===== src/rtl/lstm_feed_pkg.sv =====
// Shared definitions for the systolic feed sequencer: FSM state encoding
// and the default job/word sizing used by the top-level parameters.
package lstm_feed_pkg;

    localparam int NUM_WAVES_DEF = 15;
    localparam int DATA_W_DEF    = 64;

    typedef enum logic [2:0] {
        S_IDLE       = 3'd0,
        S_ISSUE      = 3'd1,
        S_WAIT_VALID = 3'd2,
        S_WAIT_CLEAR = 3'd3,
        S_DRAIN      = 3'd4
    } feed_state_e;

endpackage


===== src/rtl/feed_fifo2.sv =====
// Two-entry first-word-fall-through FIFO.
// Ports:
//   clk, rst        clock, synchronous active-high reset
//   push, wr_data   write strobe and word
//   pop             read strobe (head advances on pop while not empty)
//   rd_data         head word, forced to zero while empty
//   full, empty     occupancy flags
//   count           occupancy 0..2
module feed_fifo2 #(
    parameter int W = 65
) (
    input  logic         clk,
    input  logic         rst,
    input  logic         push,
    input  logic [W-1:0] wr_data,
    input  logic         pop,
    output logic [W-1:0] rd_data,
    output logic         full,
    output logic         empty,
    output logic [1:0]   count
);

    logic [W-1:0] mem_q [2];
    logic [W-1:0] mem_d [2];
    logic         wr_ptr_q, wr_ptr_d;
    logic         rd_ptr_q, rd_ptr_d;
    logic [1:0]   count_q, count_d;
    logic         do_push, do_pop;

    assign full  = (count_q == 2'd2);
    assign empty = (count_q == 2'd0);
    assign count = count_q;
    assign rd_data = empty ? '0 : mem_q[rd_ptr_q];

    // The write is suppressed when full so storage can never be corrupted;
    // the sequencer guarantees this case does not arise.
    assign do_push = push && !full;
    assign do_pop  = pop && !empty;

    always_comb begin
        mem_d    = mem_q;
        wr_ptr_d = wr_ptr_q;
        rd_ptr_d = rd_ptr_q;
        count_d  = count_q;
        if (do_push) begin
            mem_d[wr_ptr_q] = wr_data;
            wr_ptr_d        = ~wr_ptr_q;
        end
        if (do_pop) begin
            rd_ptr_d = ~rd_ptr_q;
        end
        case ({do_push, do_pop})
            2'b10:   count_d = count_q + 2'd1;
            2'b01:   count_d = count_q - 2'd1;
            default: count_d = count_q;
        endcase
    end

    always_ff @(posedge clk) begin
        if (rst) begin
            mem_q[0] <= '0;
            mem_q[1] <= '0;
            wr_ptr_q <= 1'b0;
            rd_ptr_q <= 1'b0;
            count_q  <= 2'd0;
        end else begin
            mem_q    <= mem_d;
            wr_ptr_q <= wr_ptr_d;
            rd_ptr_q <= rd_ptr_d;
            count_q  <= count_d;
        end
    end

    a_no_overflow: assert property (@(posedge clk) disable iff (rst) !(push && full));

endmodule


===== src/rtl/systolic_feed_sequencer.sv =====
// Sequences one job of NUM_WAVES diagonal waves: requests each wave from the
// A-input extractor, captures its result into a 2-entry FIFO and streams the
// words to the systolic array with valid/ready handshaking.
// Ports:
//   clk, rst                    clock, synchronous active-high reset
//   job_start / job_busy / job_done   job control
//   ext_start, ext_cycle        extractor request and wave index
//   ext_a_flat, ext_valid       extractor result word and valid level
//   out_data, out_last, out_valid, out_ready   array-side stream
//
// state        | meaning
// S_IDLE       | no job; waiting for job_start
// S_ISSUE      | waiting for FIFO room, then pulses ext_start
// S_WAIT_VALID | request in flight; first ext_valid pushes the word
// S_WAIT_CLEAR | waiting for ext_valid to drop before the next wave
// S_DRAIN      | all waves pushed; waiting for the FIFO to empty
module systolic_feed_sequencer
    import lstm_feed_pkg::*;
#(
    parameter int NUM_WAVES = NUM_WAVES_DEF,
    parameter int DATA_W    = DATA_W_DEF
) (
    input  logic              clk,
    input  logic              rst,
    input  logic              job_start,
    output logic              job_busy,
    output logic              job_done,
    output logic              ext_start,
    output logic [3:0]        ext_cycle,
    input  logic [DATA_W-1:0] ext_a_flat,
    input  logic              ext_valid,
    output logic [DATA_W-1:0] out_data,
    output logic              out_last,
    output logic              out_valid,
    input  logic              out_ready
);

    localparam logic [3:0] LAST_WAVE = 4'(NUM_WAVES - 1);

    feed_state_e state_q, state_d;
    logic [3:0]  wave_q, wave_d;
    logic        inflight_q, inflight_d;

    logic        push;
    logic        pop;
    logic [DATA_W:0] fifo_rd;
    logic        fifo_full;
    logic        fifo_empty;
    logic [1:0]  fifo_count;
    logic        can_issue;

    // Buffered words plus the outstanding request must fit in the FIFO,
    // which is what makes a push into a full FIFO unreachable.
    assign can_issue = !fifo_full &&
                       (({1'b0, fifo_count} + {2'b00, inflight_q}) < 3'd2);

    assign pop       = out_valid && out_ready;
    assign out_valid = !fifo_empty;
    assign out_data  = fifo_rd[DATA_W:1];
    assign out_last  = fifo_rd[0];
    assign ext_cycle = wave_q;

    assign job_done  = (state_q == S_DRAIN) && fifo_empty;
    assign job_busy  = (state_q != S_IDLE) && !job_done;

    always_comb begin
        state_d    = state_q;
        wave_d     = wave_q;
        inflight_d = inflight_q;
        ext_start  = 1'b0;
        push       = 1'b0;
        case (state_q)
            S_IDLE: begin
                if (job_start) begin
                    wave_d  = 4'd0;
                    state_d = S_ISSUE;
                end
            end
            S_ISSUE: begin
                if (can_issue) begin
                    ext_start  = 1'b1;
                    inflight_d = 1'b1;
                    state_d    = S_WAIT_VALID;
                end
            end
            S_WAIT_VALID: begin
                if (ext_valid) begin
                    push       = 1'b1;
                    inflight_d = 1'b0;
                    state_d    = S_WAIT_CLEAR;
                end
            end
            S_WAIT_CLEAR: begin
                if (!ext_valid) begin
                    if (wave_q == LAST_WAVE) begin
                        state_d = S_DRAIN;
                    end else begin
                        wave_d  = wave_q + 4'd1;
                        state_d = S_ISSUE;
                    end
                end
            end
            S_DRAIN: begin
                if (fifo_empty) begin
                    state_d = S_IDLE;
                end
            end
            default: state_d = S_IDLE;
        endcase
    end

    always_ff @(posedge clk) begin
        if (rst) begin
            state_q    <= S_IDLE;
            wave_q     <= 4'd0;
            inflight_q <= 1'b0;
        end else begin
            state_q    <= state_d;
            wave_q     <= wave_d;
            inflight_q <= inflight_d;
        end
    end

    feed_fifo2 #(
        .W (DATA_W + 1)
    ) u_fifo (
        .clk     (clk),
        .rst     (rst),
        .push    (push),
        .wr_data ({ext_a_flat, (wave_q == LAST_WAVE)}),
        .pop     (pop),
        .rd_data (fifo_rd),
        .full    (fifo_full),
        .empty   (fifo_empty),
        .count   (fifo_count)
    );

endmodule


===== config.mk =====
export PLATFORM = sky130hd
export DESIGN_NAME = systolic_feed_sequencer
export DESIGN_NICKNAME = d
export VERILOG_FILES = /design/src/rtl/lstm_feed_pkg.sv /design/src/rtl/feed_fifo2.sv /design/src/rtl/systolic_feed_sequencer.sv
export SDC_FILE = /design/constraint.sdc
export NUM_CORES = 1
export LEC_CHECK = 0
export CORE_MARGIN = 10
export CORE_UTILIZATION = 45
export CTS_CLUSTER_SIZE = 14
export DETAILED_ROUTE_END_ITERATION = 8
export DONT_BUFFER_PORTS = 1
export PLACE_DENSITY_LB_ADDON = 0.3
export SYNTH_ARGS = -nofsm -noshare
export SYNTH_HDL_FRONTEND = slang
export SYNTH_SLANG_ARGS = --single-unit

===== constraint.sdc =====
create_clock -name clk -period 4.7 [get_ports clk]
set_clock_uncertainty 0.15 [all_clocks]
set_input_delay 0.705 -clock clk [delete_from_list [all_inputs] [get_ports clk]]
set_output_delay 0.705 -clock clk [all_outputs]
set_load 0.005 [all_outputs]

# [Word level (Yosys, flattened, before mapping)]
# Index checks and enable logic that the tools add are counted.
[classes] n_lt_le_gt_ge=4 bitwise=4 n_mux=26 eq_ne=14 n_reduce_logical=19 add_sub_neg=4
[op_table] op="2-to-1 mux 65 bit" count=5
[op_table] op="bitwise mux 130 bit" count=1
[op_table] op="demux 65 bit (select 1 bit)" count=1
[op_table] op="2-to-1 mux 3 bit" count=6
[op_table] op="case mux 3 bit (5 select lines)" count=1
[op_table] op="2-to-1 mux 4 bit" count=3
[op_table] op="!= test 2 bit (second input constant)" count=6
[op_table] op="case mux 4 bit (2 select lines)" count=1
[op_table] op="logical AND 1 bit" count=7
[op_table] op="== test 3 x 2 -> 1 bit (second input constant)" count=2
[op_table] op="2-to-1 mux 1 bit" count=6
[op_table] op="nonzero test 2 bit" count=3
[op_table] op="AND reduction 5 bit" count=1
[op_table] op="adder 4 x 1 -> 4 bit (second input constant)" count=1
[op_table] op="== test 2 bit (second input constant)" count=2
[op_table] op="== test 4 bit (second input constant)" count=1
[op_table] op=">= comparator 2 bit (second input constant)" count=2
[op_table] op="inverter 1 -> 2 bit" count=2
[op_table] op="case mux 2 bit (2 select lines)" count=1
[op_table] op="AND reduction 4 bit" count=1
[op_table] op="adder 2 x 1 -> 3 bit" count=1
[op_table] op="== test 3 x 1 -> 1 bit (second input constant)" count=1
[op_table] op="== test 3 bit (second input constant)" count=1
[op_table] op="logical NOT 1 bit" count=3
[op_table] op="other kinds (11)" count=12
[totals] in_bits=69 output_inout_bits=73 register_bits=142 wordCells=79

# [Logic depth before layout (Yosys ltp)]
# Gate-level depths: netlist of the first run.
[depth] depth_word=6 ltp_mapped=7

# [Hierarchy]
# From an unflattened synthesis of the first run, not the netlist that was laid out.
[hier_totals] cells_unflattened=809 hier_area_um2=7264.5
[by_module_without_submodules] module="feed_fifo2" cells_per_inst=741 instances=1 area_each_um2=6672.6 seq_area_each_um2=2682.6
[by_module_without_submodules] module="systolic_feed_sequencer" cells_per_inst=68 instances=1 area_each_um2=591.8 seq_area_each_um2=160.2

# [Worst setup path after synthesis of the first run]
# OpenSTA, ideal clock, no wires.
[synth_timing] path_type="register to output" from="register u_fifo.count_q[0], in the netlist u_fifo.count[0]" to="output port out_data[0]" stages_incl_launch_ff=6 path_slack_ns=2.578 path_buffers=3 required_time_ns=3.845 arrival_time_ns=1.267 cell_sequence="dfxtp_1 > clkbuf_1 > nor2_1 > clkbuf_1 > buf_1 > nor2_1"
[synth_between] elab_chain_len=2
[synth_lines] element="from (decl)" line_no="feed_fifo2.sv:27" source="logic [1:0] count_q, count_d;"
[synth_lines] element="from (signal assigned)" line_no="feed_fifo2.sv:70" source="count_q <= count_d;"
[synth_lines] element="logical NOT 2 bit" line_no="feed_fifo2.sv:31" source="assign empty = (count_q == 2'd0);"
[synth_lines] element="2-to-1 mux 65 bit" line_no="feed_fifo2.sv:33" source="assign rd_data = empty ? '0 : mem_q[rd_ptr_q];"
[synth_lines] element="to (decl)" line_no="systolic_feed_sequencer.sv:32" source="output logic [DATA_W-1:0] out_data,"
# Every way passes these cells.

# [Worst setup path in the final report of the first run]
[layout_timing] from="register u_fifo.rd_ptr_q" to="output port out_data[4]"
[layout_between] elab_chain_len=5
[layout_lines] element="from (decl)" line_no="feed_fifo2.sv:26" source="logic rd_ptr_q, rd_ptr_d;"
[layout_lines] element="from (signal assigned)" line_no="feed_fifo2.sv:69" source="rd_ptr_q <= rd_ptr_d;"
[layout_lines] element="inverter 1 -> 2 bit (implied by the code)" line_no="feed_fifo2.sv:33"
[layout_lines] element="2-to-1 mux 65 bit (implied by the code) (3 in a row)" line_no="feed_fifo2.sv:33"
[layout_lines] element="2-to-1 mux 65 bit" line_no="feed_fifo2.sv:33"
# Every way passes these cells. The select of a mux whose other input is x is not followed.

==> run metrics, run 1 <==
Final Cycle Share about 65%; reg2reg setup slack 2.35 ns; count of state elements after synthesis ~140; setup_tns 0 ns; first-pass GRT wire length 25.1 mm; Via-to-Cell Ratio 5.36; Netlist cell types 38; drt pass-1 iters 4; core footprint 15200 um2; initial antenna violation count 0; Max rail drop VDD 0.000236 V; Synth-to-Final Area Change 9.15%; hold worst-path end u_fifo.mem_q[88]$_SDFFE_PP0P_; area leader, netlist dfxtp_1; root cell of the clock tree clkbuf_16; Total GRT Usage 15.1%; Sink Count 142; Synth top area share 40.8%; cell count after synthesis ~720; PwrDens 404 nW/um2; die area 20900 um2; vias in the first global route a little under 5000; diode count 0; Starting Density 45.9%; post_cts resized 0; CTS max path bufs 2; Total Wirelength about 16 mm; Layout Nets 762; Worst-Skew Late Latency 0.41 ns; Slew @ Worst Pin about 1.1 ns; Hold Crit Depth 2; Routability Congestion between 0.7 and 0.8; overall power 3.07 mW; post-CTS setup buffers 0; post-route DRC violation count 0; CP max-delay cell dfxtp_4; Setup-failing EPs final 0; Clock transition at path regs 0.06 ns; Final Hold Viols 0; sequential area share after synthesis 40.8%; Hold Crit Class in2reg; Critical Path End Type output port; crit path cell chain buf_4, mux2i_1, nor2_1; max_cap viols 0; largest net degree at the start of global routing 210; Max FO, Critical Path 50; Critical Path AT 2.20 ns; Pins Over Slew Limit 0; Cell Rows 45; remaining global-route overflow 0; FF-to-FF End u_fifo.mem_q[13]$_SDFFE_PP0P_; layout cells sized above 1 5.55%; syn nets 796; Syn. warnings 0; die width about 140 um; Tmin final 3.05 ns; reg-to-reg startpoint state_q[0]$_SDFFE_PP0P_; fmax 328 MHz; synthesized cell area 6970 um2; CP Launch Type flip-flop; chip height about 140 um; result of the run completed; num ports roughly 140; cts hold-fix bufs 0; headroom to the max-slew limit between 20% and 30%; HPWL after DPL 10.5 mm; WL/cell 17.6 um; detailed-route via count 4775; Initial DRC Count 250; CTS Buf Count 17; WS Path Type reg2out; Port Buf Inserts 0; CP peak stage delay 0.98 ns; leak pwr around 2.9 nW; final hold slack 0.314 ns; Min-Delay Startpoint ext_a_flat[22]; Mean Syn Cell Area ~9.6 um2; Worst R2R Path Depth 4; critical path required time 3.85 ns; RSZ-0062 raised after global routing no; H-Tree Depth 4; TritonCTS clock tree yes; Final ANT Viol Nets 0; top post-synthesis cells by area dfxtp_1 41%, mux2i_1 28%, nand2b_1 18%
[final cells by class]
class	instances	area, um2
inverters	4	15.0
clock inverters	10	109
clock buffers	22	495
flip-flops and latches	142	2850
repair buffers	4	30.0
multi-input cells	521	3880
fillers	1396	7590
well taps	188	235
[where the power goes]
| group | internal, mW | switching (mW) |
|---|---|---|
| sequential | 1.25 | 0.0879 |
| combinational | 0.172 | 0.205 |
| clock | 0.851 | 0.502 |
| total | 2.28 | 0.795 |
[routing by layer]
layer / part of all wire (%) / track usage (%) / wire (um) / up-vias
met4: 1.7 / 5.48 / 272 / 0
li1: - / - / - / 2343
met1: 43 / 17.6 / 6790 / 2268
met2: 45 / 23.4 / 7040 / 142
met3: 10 / 7.48 / 1570 / 22
met5: 0 / 0 / 0 / -
[kinds of logic after synthesis]
family | after synthesis | share of synthesized area (%)
adders and majority gates | 3 | 0.538
buffers and inverters | 61 | 3.97
AOI/OAI and AO/OA | 19 | 1.76
DFF | 142 | 40.8
xor gates and xnor gates | 3 | 0.377
muxes | 196 | 28.1
and+or+nand+nor | 300 | 24.5
[cells in the mapped netlist]
master / count
o21ai_1: 1
o31ai_1: 1
buf_6: 2
nor4bb_1: 1
nor2b_1: 2
nor3_1: 1
or4b_1: 1
a31oi_1: 1
a2111oi_0: 2
inv_1: 4
o21ai_0: 5
buf_4: 4
or3_1: 3
or4_1: 1
a311oi_1: 1
o2bb2ai_1: 1
mux2i_1: 196
buf_1: 3
nand3_1: 4
ha_1: 3
and3b_1: 1
dfxtp_1: 142
and3_1: 3
a32oi_1: 1
nand2_1: 7
nor3b_1: 1
nor3_2: 1
and4bb_1: 1
nand4bb_1: 2
a211oi_1: 1
nor2_1: 72
xor2_1: 2
o211ai_1: 1
xnor2_1: 1
nand2b_1: 199
buf_2: 14
clkbuf_1: 34
a21oi_1: 4
[metrics by stage]
stage	area, um2	utilization (%)	instances	setup slack, ns
detailed placement	7010	46.1	859	2.06
floorplan	6970	-	724	2.58
global route	7610	50.1	891	1.50
CTS	7610	50.1	891	1.60
global placement	7010	46.1	859	2.08
finish	7610	50.1	891	1.65
[flip-flops by register name, indices dropped and copies added (netlist names)]
register         count
u_fifo.count         2
u_fifo.wr_ptr_q      1
state_q              3
u_fifo.rd_ptr_q      1
inflight_q           1
u_fifo.mem_q       130
ext_cycle            4
[cells in the final DEF, fill, tap and decap left out, types with 3 or more instances in the layout]
cell type	instances
nand2b_1	199
mux2i_1	196
dfxtp_1	141
nor2_1	71
clkbuf_16	18
nand2_1	7
o21ai_0	5
clkinv_2	5
inv_1	4
a21oi_1	4
buf_4	4
and3_1	3
or3_1	3
nand3_1	3
ha_1	3
clkbuf_8	3
[how the worst max path moves through the flow]
| stage | endpoint | from | slack (ns) |
|---|---|---|---|
| after detailed placement | out_data[53] | u_fifo.rd_ptr_q$_SDFFE_PP0P_ | 2.06 |
| after global routing | out_data[53] | u_fifo.rd_ptr_q$_SDFFE_PP0P_ | 1.50 |
| final | out_data[4] | u_fifo.rd_ptr_q$_SDFFE_PP0P_ | 1.65 |
| after floorplan | out_data[0] | u_fifo.count[0]$_SDFFE_PP0P_ | 2.58 |
| after global placement | out_data[53] | u_fifo.rd_ptr_q$_SDFFE_PP0P_ | 2.08 |
| after CTS | out_data[53] | u_fifo.rd_ptr_q$_SDFFE_PP0P_ | 1.60 |
[critical path: cells and delay by family, from the launching register on]
kind	cells	cell delay [ns]
buffers and inverters	1	0.45
DFF	1	0.98
muxes	1	0.26
and+or+nand+nor	1	0.09
(Power assumes the default switching activity.)
==> run 2, diff against run 1 <==
==> constraint.sdc (replaced) <==
create_clock -name clk -period 2.7 [get_ports clk]
set_clock_uncertainty 0.15 [all_clocks]
set_input_delay 0.405 -clock clk [delete_from_list [all_inputs] [get_ports clk]]
set_output_delay 0.405 -clock clk [all_outputs]
set_load 0.005 [all_outputs]
==> run metrics, run 2 (synthesized netlist as in run 1, its figures left out) <==
result of the run completed; CP max-delay cell dfxtp_4; CTS Buf Count 17 (unchanged); Hold Crit Class in2reg; buffer and inverter count on the worst path 1 (unchanged); non-filler cells, final 895 (+0.45%); Via-to-Cell Ratio 5.32 (-0.68%); Final ANT Viol Nets 0 (unchanged); Critical Path End Type output port; Tmin final approximately 2.4 ns; commonest non-fill, non-tap cells in the layout 199 x nand2b_1, 196 x mux2i_1, 141 x dfxtp_1, 71 x nor2_1, 17 x clkbuf_16; HPWL after DPL 10.6 mm (+0.99%); Port Buf Inserts 0 (unchanged); Starting Density 45.9% (unchanged); reg2reg setup slack 0.69 ns (-1.66 ns); PwrDens 707 nW/um2 (+75%); core footprint 15200 um2 (unchanged); num ports 142 (unchanged); Clock transition at path regs 0.06 ns (about the same); diode count 0 (unchanged); layout cells sized above 1 5.52% (-0.031 points); H-Tree Depth 4 (unchanged); crit path cell chain buf_4, mux2i_1, nor2_1; hold worst-path end u_fifo.mem_q[27]$_SDFFE_PP0P_; remaining global-route overflow 0 (unchanged); Worst R2R Path Depth 4 (unchanged); setup_tns 0 ns (unchanged); Hold Crit Depth 2 (unchanged); Cell Rows 45 (unchanged); post-CTS setup buffers 0 (unchanged); CP Launch Point u_fifo.rd_ptr_q$_SDFFE_PP0P_; die width 144 um (unchanged); Final Hold Viols 0 (unchanged); RSZ-0062 raised after global routing no; root cell of the clock tree clkbuf_16; Critical Path AT 1.85 ns (-0.35 ns); Layout Nets 767 (+0.66%); Final Cycle Share 89.1%; Largest register FFs 130 (unchanged); vias in the first global route 5096 (+3.3%); Initial DRC Count 210 (-16%); Total Wirelength 16.1 mm (+2.4%); reg-to-reg startpoint state_q[2]$_SDFFE_PP0P_; Most flops, register u_fifo.mem_q; max_cap viols 0 (unchanged); largest net degree at the start of global routing 200 (-4.8%); detailed-route via count 4764 (-0.23%); FILL cells 1395 (-0.072%); WL/cell 17.9 um (+1.9%); Total GRT Usage 15.4% (+0.31 points); chip height 144 um (unchanged); commonest non-fill, non-tap cell in the layout nand2b_1; Pins Over Slew Limit 0 (unchanged); CP Launch Type flip-flop; post-route DRC violation count 0 (unchanged); fmax 416 MHz; leak pwr 2.91 nW (+1.3%); post-placement setup slack 0.681 ns (-1.38 ns); die area 20900 um2 (unchanged); critical path required time 2.14 ns (-1.71 ns); Worst-Skew Late Latency 0.41 ns (about the same); Routability Congestion 0.686 (-8.6%); Sink Count 142 (unchanged); Min-Delay Startpoint ext_a_flat[26]; final worst slack 0.295 ns (-1.35 ns); post_cts resized 0 (unchanged); Max FO, Critical Path 23 (-54%); CP delay by family, top flip-flops; Synth-to-Final Area Change 10.4%; cell count after placement 863 (+0.47%); FF-to-FF End u_fifo.mem_q[39]$_SDFFE_PP0P_; drt pass-1 iters 4 (unchanged); Max rail drop VDD 0.000419 V (+78%); Slew @ Worst Pin 0.673 ns (-0.467 ns); first-pass GRT wire length 25.6 mm (+2.0%); headroom to the max-slew limit 55.1% (+31 points); CTS max path bufs 2 (unchanged); initial antenna violation count 0 (unchanged); Setup-failing EPs final 0 (unchanged); WS Path Type reg2out; TritonCTS clock tree yes; CP peak stage delay 0.62 ns (-0.36 ns)
[run 2: cell types whose count changed in the layout (fill, tap and decap cells not counted), sizes merged]
| cell | delta |
|---|---|
| clkinv | -5 |
| clkinvlp | -2 |
| inv | +1 |
| bufinv | +1 |
| buf | +4 |
| dlygate4sd3 | +1 |
| clkbuf | +4 |
[run 2: how the worst max path moves through the flow]
| stage | depth (start not counted) | slack [ns] | endpoint |
|---|---|---|---|
| final | 3 | 0.29 | out_data[9] |
| after global placement | 3 | 0.76 | out_data[9] |
| after detailed placement | 4 | 0.68 | u_fifo.mem_q[39]$_SDFFE_PP0P_ |
| after global routing | 3 | 0.23 | out_data[9] |
| after floorplan | 5 | 0.88 | out_data[0] |
| after CTS | 3 | 0.29 | out_data[9] |
[run 2: power by group]
group	switching, mW	leakage [nW]	internal [mW]
sequential	0.107	1.15	2.18
clock	0.843	0.301	1.57
combinational	0.420	1.46	0.317
[run 2: per-stage QoR]
stage / util [%] / total power [mW] / area (um2) / hold slack (ns)
after floorplan: - / 2.92 / 6970 / 0.298
after global placement: 46.5 / 3.05 / 7070 / 0.306
after detailed placement: 46.5 / 3.08 / 7070 / 0.311
after CTS: 50.6 / 5.50 / 7690 / 0.00226
after global routing: 50.6 / 5.67 / 7690 / 0.0118
final: 50.6 / 5.44 / 7690 / 0.0168
[run 2: area by class of cell]
type / instances / area, um2 / share of cell area [%]
tap: 188 / 235 / 3.06
clock buffer: 26 / 509 / 6.62
multi-input combinational: 521 / 3880 / 50.4
timing repair buffer: 9 / 108 / 1.40
sequential: 142 / 2850 / 37.0
clock inverter: 5 / 101 / 1.32
inverter: 4 / 15.0 / 0.195
[run 2: worst reg2reg max path: stages, from the launching register on]
cell and delay [ns]:
dfxtp_1 0.54, and4bb_1 0.29, nand3_4 0.09, buf_4 0.53, mux2i_1 0.32
[run 2: routing by layer]
metal	up-vias	global-route usage (%)	routed length, um
met1	2285	17.7	7180
met5	-	0	0
li1	2343	-	-
met4	0	5.53	276
met3	18	6.46	1260
met2	118	25.1	7350
[run 2: what timing repair did]
action | 4_1_cts | 5_1_grt
endpoints found under the hold margin | 11 | 0
hold buffers | 1 | 0
setup endpoints to repair | 0 | 0
